### src/rtl/thee_lpf_channel_sequencer.sv
// thee_lpf_channel_sequencer
//
// Shares one moving-average low-pass datapath among NCH sample channels.
// A round-robin arbiter picks one requesting channel while the sequencer is
// idle. The accepted sample then goes through three phases:
//   IDLE  grant and capture the sample,
//   CALC  update that channel's TAPS-deep history and running sum,
//   OUT   present the average until the consumer takes it.
// Each channel keeps its own history, running sum and write pointer. Only the
// channel being processed has its state changed.
//
// Optional build macro:
//   THEE_LPF_WARMUP_EN  Each channel gets a warm-up counter that saturates at
//                       TAPS. A channel emits no output until TAPS samples have
//                       filled its history.
//
// Ports
//   clk        single clock, rising edge
//   rst_n      asynchronous active-low reset
//   req_valid  [NCH]     per-channel sample valid
//   req_data   [NCH*DW]  per-channel signed sample; channel i at [i*DW +: DW]
//   req_ready  [NCH]     one-hot grant; combinational, asserted in IDLE only
//   out_valid            filtered result valid (registered)
//   out_ready            consumer ready
//   out_data   [DW]      signed filtered result, floor(sum / TAPS)
//   out_ch     [log2 NCH] channel index of out_data
//   flush                synchronous clear of all channel state, drops in-flight work
//   busy                 sequencer not in IDLE (registered)

module thee_lpf_channel_sequencer #(
  parameter int NCH  = 4,
  parameter int DW   = 12,
  parameter int TAPS = 4
) (
  input  logic                        clk,
  input  logic                        rst_n,
  input  logic [NCH-1:0]              req_valid,
  input  logic [NCH*DW-1:0]           req_data,
  output logic [NCH-1:0]              req_ready,
  output logic                        out_valid,
  input  logic                        out_ready,
  output logic signed [DW-1:0]        out_data,
  output logic [$clog2(NCH)-1:0]      out_ch,
  input  logic                        flush,
  output logic                        busy
);

  localparam int CW = $clog2(NCH);
  localparam int TL = $clog2(TAPS);
  localparam int SW = DW + TL;
`ifdef THEE_LPF_WARMUP_EN
  localparam int CNTW = $clog2(TAPS + 1);
`endif

  typedef enum logic [1:0] {
    S_IDLE = 2'd0,
    S_CALC = 2'd1,
    S_OUT  = 2'd2
  } state_t;

  // Sign-extends a sample to the running-sum width.
  function automatic logic signed [SW-1:0] sext(input logic signed [DW-1:0] x);
    return {{TL{x[DW-1]}}, x};
  endfunction

  // Divides the sum by TAPS with an arithmetic shift, which rounds toward -inf.
  // The quotient of a sum of TAPS DW-bit samples always fits in DW bits.
  function automatic logic signed [DW-1:0] avg_floor(input logic signed [SW-1:0] s);
    logic signed [SW-1:0] q;
    q = s >>> TL;
    return q[DW-1:0];
  endfunction

  state_t                  state;
  logic [CW-1:0]           rr_ptr;

  // Per-channel state, flattened into packed vectors:
  //   hist_q : channel c, tap t at [(c*TAPS + t)*DW +: DW]
  //   sum_q  : channel c at [c*SW +: SW]
  //   wp_q   : channel c at [c*TL +: TL]
  logic [NCH*TAPS*DW-1:0]  hist_q;
  logic [NCH*SW-1:0]       sum_q;
  logic [NCH*TL-1:0]       wp_q;
`ifdef THEE_LPF_WARMUP_EN
  logic [NCH*CNTW-1:0]     cnt_q;
  logic [CNTW-1:0]         cnt_cur_p1;
  logic [CNTW-1:0]         cnt_inc_p1;
`endif

  // Round-robin grant search. It starts at rr_ptr and wraps modulo NCH.
  logic                    gnt_any;
  logic [CW-1:0]           gnt_idx;
  logic [CW:0]             scan;
  logic signed [DW-1:0]    gnt_sample;

  always_comb begin
    gnt_any = 1'b0;
    gnt_idx = '0;
    scan    = '0;
    if (state == S_IDLE && !flush) begin
      for (int i = 0; i < NCH; i++) begin
        scan = {1'b0, rr_ptr} + (CW+1)'(i);
        if (scan >= (CW+1)'(NCH)) begin
          scan = scan - (CW+1)'(NCH);
        end
        if (!gnt_any && req_valid[scan[CW-1:0]]) begin
          gnt_any = 1'b1;
          gnt_idx = scan[CW-1:0];
        end
      end
    end
  end

  always_comb begin
    req_ready = '0;
    if (gnt_any) begin
      req_ready[gnt_idx] = 1'b1;
    end
  end

  assign gnt_sample = req_data[gnt_idx*DW +: DW];

  // ---- p0: sample captured at grant ----
  logic signed [DW-1:0]    sample_p0;
  logic [CW-1:0]           ch_p0;

  // ---- p1: history / running-sum update for the captured channel ----
  logic [TL-1:0]           wp_cur_p1;
  logic signed [DW-1:0]    oldest_p1;
  logic signed [SW-1:0]    sum_cur_p1;
  logic signed [SW-1:0]    new_sum_p1;
  logic                    emit_p1;

  assign wp_cur_p1  = wp_q[ch_p0*TL +: TL];
  assign oldest_p1  = hist_q[(int'(ch_p0)*TAPS + int'(wp_cur_p1))*DW +: DW];
  assign sum_cur_p1 = sum_q[ch_p0*SW +: SW];
  assign new_sum_p1 = sum_cur_p1 + sext(sample_p0) - sext(oldest_p1);

`ifdef THEE_LPF_WARMUP_EN
  assign cnt_cur_p1 = cnt_q[ch_p0*CNTW +: CNTW];
  assign cnt_inc_p1 = (cnt_cur_p1 == CNTW'(TAPS)) ? cnt_cur_p1 : cnt_cur_p1 + 1'b1;
  // The output is held back until this sample completes the history.
  assign emit_p1    = (cnt_inc_p1 == CNTW'(TAPS));
`else
  assign emit_p1    = 1'b1;
`endif

  always_ff @(posedge clk or negedge rst_n) begin
    if (!rst_n) begin
      state     <= S_IDLE;
      rr_ptr    <= '0;
      sample_p0 <= '0;
      ch_p0     <= '0;
      out_valid <= 1'b0;
      out_data  <= '0;
      out_ch    <= '0;
      busy      <= 1'b0;
      hist_q    <= '0;
      sum_q     <= '0;
      wp_q      <= '0;
`ifdef THEE_LPF_WARMUP_EN
      cnt_q     <= '0;
`endif
    end else if (flush) begin
      // Flush takes priority over every phase and drops any in-flight sample.
      // rr_ptr is kept so arbitration fairness survives the flush.
      // An OUT transfer in this same cycle has already completed at the port.
      state     <= S_IDLE;
      out_valid <= 1'b0;
      busy      <= 1'b0;
      hist_q    <= '0;
      sum_q     <= '0;
      wp_q      <= '0;
`ifdef THEE_LPF_WARMUP_EN
      cnt_q     <= '0;
`endif
    end else begin
      case (state)
        S_IDLE: begin
          if (gnt_any) begin
            sample_p0 <= gnt_sample;
            ch_p0     <= gnt_idx;
            rr_ptr    <= (gnt_idx == CW'(NCH-1)) ? '0 : gnt_idx + 1'b1;
            state     <= S_CALC;
            busy      <= 1'b1;
          end
        end

        S_CALC: begin
          hist_q[(int'(ch_p0)*TAPS + int'(wp_cur_p1))*DW +: DW] <= sample_p0;
          sum_q[ch_p0*SW +: SW] <= new_sum_p1;
          // TAPS is a power of two, so the pointer wraps naturally.
          wp_q[ch_p0*TL +: TL]  <= wp_cur_p1 + 1'b1;
`ifdef THEE_LPF_WARMUP_EN
          cnt_q[ch_p0*CNTW +: CNTW] <= cnt_inc_p1;
`endif
          if (emit_p1) begin
            out_data  <= avg_floor(new_sum_p1);
            out_ch    <= ch_p0;
            out_valid <= 1'b1;
            state     <= S_OUT;
          end else begin
            state     <= S_IDLE;
            busy      <= 1'b0;
          end
        end

        S_OUT: begin
          if (out_ready) begin
            out_valid <= 1'b0;
            state     <= S_IDLE;
            busy      <= 1'b0;
          end
        end

        default: begin
          state     <= S_IDLE;
          out_valid <= 1'b0;
          busy      <= 1'b0;
        end
      endcase
    end
  end

endmodule

### config.mk
export PLATFORM = sky130hd
export DESIGN_NAME = thee_lpf_channel_sequencer
export DESIGN_NICKNAME = d
export VERILOG_FILES = /design/src/rtl/thee_lpf_channel_sequencer.sv
export SDC_FILE = /design/constraint.sdc
export NUM_CORES = 1
export LEC_CHECK = 0
export CAP_MARGIN = 20
export CORE_MARGIN = 3
export CORE_UTILIZATION = 25
export CTS_CLUSTER_DIAMETER = 40
export CTS_CLUSTER_SIZE = 12
export DETAILED_ROUTE_END_ITERATION = 7
export GPL_ROUTABILITY_DRIVEN = 0
export PLACE_DENSITY_LB_ADDON = 0.08
export RECOVER_POWER = 100
export SETUP_SLACK_MARGIN = 0.15
export SYNTH_ARGS = -nofsm -noshare
export SYNTH_HDL_FRONTEND = slang
export SYNTH_SLANG_ARGS = --single-unit
### constraint.sdc
create_clock -name clk -period 6.4 [get_ports clk]
set_clock_uncertainty 0.2 [all_clocks]
set_input_delay 1.28 -clock clk [delete_from_list [all_inputs] [get_ports clk]]
set_output_delay 1.28 -clock clk [all_outputs]
set_load 0.03 [all_outputs]
==> results.md <==
- Status: finished with violations
- Failing checks: capacitance limit, slew limit
- Gate power share: 0.466
- Final Slew Violations: 158
- Max IR drop VDD: 0.285 mV
- Setup TNS Final: 0 ns
- Synth area leader: dfrtp_1
- Area Growth Syn to Fin: 22.5%
- Row Count: 97
- Vias in the first global route: 15639
- Core area: 70300 sq um
- Yosys cell types: 87
- Worst R2R Setup Slack: 0.33 ns
- Largest cells by area after synthesis: dfrtp_1, mux4_2, mux2i_1
- Hold/Removal Path Class: reg -> reg
- Register area share after synthesis: 0.408
- Slew margin rel.: -2.02
- Syn avg cell area: 9.99 sq um
- Total Die Area: 74300 sq um
- Switch share: 0.470
- Top cell type's share of synthesized area: 0.408
- R2R Path End: hist_q[133]$_DFFE_PN0P_
- Final net count: 1956
- WHS: 0.264 ns
- Via count: 15453
- Post-synthesis async set-or-reset flop share: 1.00
- Critical path peak fanout: 44
- Gr ovfl total: 0
- Clock share of power: 0.326
- CTS root buf: clkbuf_16
- I/O pin count: 76
- Post-layout util: 0.310
- Postcts setup bufs: 0
- Final ANT Viol Nets: 0
- Sink Count: 290
- Height of the die: 273 um
- Port Buffer Count: 75
- Final Hold Fails: 0
- Initial antenna violation count: 2
- P_int: 0.00537 W
- CP max stage cell: a2111oi_2
- Initial DRT Pass Iterations: 5
- FF-to-FF Start: ch_p0[0]$_DFFE_PN0P_
- Routed WL: 81900 um
- Post-route minimum period: 6.07 ns
- Max cap viols: 2
- CTS max path bufs: 3
- Final number of setup-violating endpoints: 0
- Final Non-Filler Cells: 2849
- Yosys reg bits: 290
- CTS H-tree depth: 2
- Max Fclk: 0.165 GHz
- Drt drc: 0
- CTS Hold Bufs: 0
- EDFF count, synth: 0
- # fillers: 7256
- Worst setup SP type: register
- Critical path startpoint: ch_p0[0]$_DFFE_PN0P_
- Dpl ws: 0.465 ns
- Worst slew pin tran: 4.53 ns
- Gate Count Post-Synth: 1779
- Setup ws final: 0.329 ns
- Worst Setup End Kind: register
- Crit-path cells: buf_4 -> inv_1 -> buf_4 -> ha_1 -> buf_4 -> xor2_1 -> o2111ai_1 -> o211ai_2 -> a2111oi_2 -> nand3_1 -> and3_1 -> o21a_1
- Setup Crit Path Kind: reg -> reg
- Pwr dens: 466 nW/um^2
- CTS tree: yes
- NetSw: 0.00476 W
- Final period utilization: 0.949
- Largest net degree at the start of global routing: 136
- Chip width: 273 um
- HPWL after detailed placement: 60700 um
- Global Route Usage Sum: 0.219
- Yosys warns: 0
- Top FF cell, synth: dfrtp_1
- Dpl cells: 2733
- Mapped cell area: 17800 sq um
- Critical Path RT: 6.72 ns
- Leak pwr: 9.21 nW
- CTS clk-pin slew, worst paths: 0.05 ns
- FF-to-FF path depth: 12
- Top cells by count, synth: dfrtp_1, nand2_1, nor2_1, mux2i_1, o21ai_0
- RSZ-0062 raised after global routing: false
- Most frequent cell after synthesis: dfrtp_1
- Crit path DAT: 6.39 ns
- Critical Path End: hist_q[133]$_DFFE_PN0P_
- Critical Path Max Stage Delay: 1.33 ns
- Skew-Pair Late Insertion Delay: 0.64 ns
- CTS Buf Count: 59
- # resized after CTS: 0
- Seq pwr share: 0.208
- Initial drt markers: 1513
- Share of layout cells above drive strength 1: 0.149
- Initial Util: 0.253
- Most used cell, CP: buf_4
- Syn_nets: 1879
- DR WL/cell: 28.7 um
- Vias per inst: 5.42
- First-pass GRT wire length: 119000 um
[layer usage]
metal | GRT usage | wire length (um) | up-vias
li1 | - | - | 6767
met1 | 0.294 | 36000 | 8005
met2 | 0.357 | 38400 | 531
met3 | 0.0370 | 4510 | 148
met4 | 0.0760 | 2920 | 2
met5 | 0 | 15 | -
[worst min path at each step]
stage                       startpoint                 endpoint  slack (ns)  cells after the start
6_report       out_data[6]$_DFFE_PN0P_  out_data[6]$_DFFE_PN0P_        0.26                      2
5_1_grt          sum_q[40]$_DFFE_PN0P_    sum_q[40]$_DFFE_PN0P_        0.29                      2
4_1_cts          sum_q[41]$_DFFE_PN0P_    sum_q[41]$_DFFE_PN0P_        0.28                      2
3_5_place_dp   out_data[6]$_DFFE_PN0P_  out_data[6]$_DFFE_PN0P_        0.27                      2
3_3_place_gp   out_data[7]$_DFFE_PN0P_  out_data[7]$_DFFE_PN0P_        0.26                      2
2_1_floorplan  hist_q[146]$_DFFE_PN0P_  hist_q[146]$_DFFE_PN0P_        0.24                      2
[critical path: cells and delay by family, from the launching register on]
| family | cells | cell delay [ns] |
|---|---|---|
| AO/OA/AOI/OAI | 4 | 2.13 |
| buffers and inverters | 4 | 1.52 |
| AND/OR/NAND/NOR | 2 | 0.99 |
| flip-flops | 1 | 0.46 |
| adder cells (fa/ha/maj) | 1 | 0.42 |
| XOR/XNOR | 1 | 0.26 |
[cells by family (layout without fill, tap and decap cells)]
| group | after synthesis | count (layout) | share of synthesized area |
|---|---|---|---|
| fa+ha+maj | 44 | 44 | 0.0369 |
| simple gates | 587 | 587 | 0.154 |
| xor+xnor | 17 | 17 | 0.00880 |
| mux | 205 | 205 | 0.174 |
| other cells | 0 | 2 | 0 |
| buf+inv | 192 | 320 | 0.0431 |
| compound gates | 444 | 444 | 0.175 |
| flops | 290 | 290 | 0.408 |
[area by class of cell]
class	instances	area, sq um	area share
inverters	75	284	0.0130
well taps	940	1180	0.0540
multi-input cells	1297	9700	0.446
flip-flops and latches	290	7260	0.333
clock buffers	71	1590	0.0731
clock inverters	41	546	0.0251
diodes	2	5.00	0.000230
repair buffers	133	1210	0.0555
[power by group through the flow]
| stage | registers, W | clock network [W] | logic (W) |
|---|---|---|---|
| 6_report | 0.00211 | 0.00331 | 0.00472 |
| 5_1_grt | 0.00212 | 0.00347 | 0.00500 |
| 4_1_cts | 0.00210 | 0.00338 | 0.00473 |
| 3_5_place_dp | 0.00213 | 0 | 0.00471 |
| 3_3_place_gp | 0.00213 | 0 | 0.00474 |
| 2_1_floorplan | 0.00213 | 0 | 0.00274 |
[sequential cells by signal, indices dropped and copies added (netlist names)]
name and cells:
busy 1, out_ch 2, hist_q 192, rr_ptr 2, ch_p0 2, sample_p0 12
sum_q 56, wp_q 8, out_valid 1, out_data 12, state 2
[stage by stage]
stage	cell area [sq um]	total power, W
2_1_floorplan	17800	0.00487
4_1_cts	21900	0.0102
3_3_place_gp	19700	0.00687
5_1_grt	21800	0.0106
3_5_place_dp	19700	0.00685
6_report	21800	0.0101
[layout by cell type, fill, tap and decap left out, drive strengths merged, types with 27 or more instances in the layout]
cell type,instances
nor2,180
ha,30
nand2,191
nor3,33
a211oi,27
buf,49
inv,84
mux2i,111
clkbuf,81
clkdlybuf4s50,51
a21oi,85
a22o,44
o21ai,109
dfrtp,290
mux4,78
nand3,66
Power figures use the tool's default switching activity.
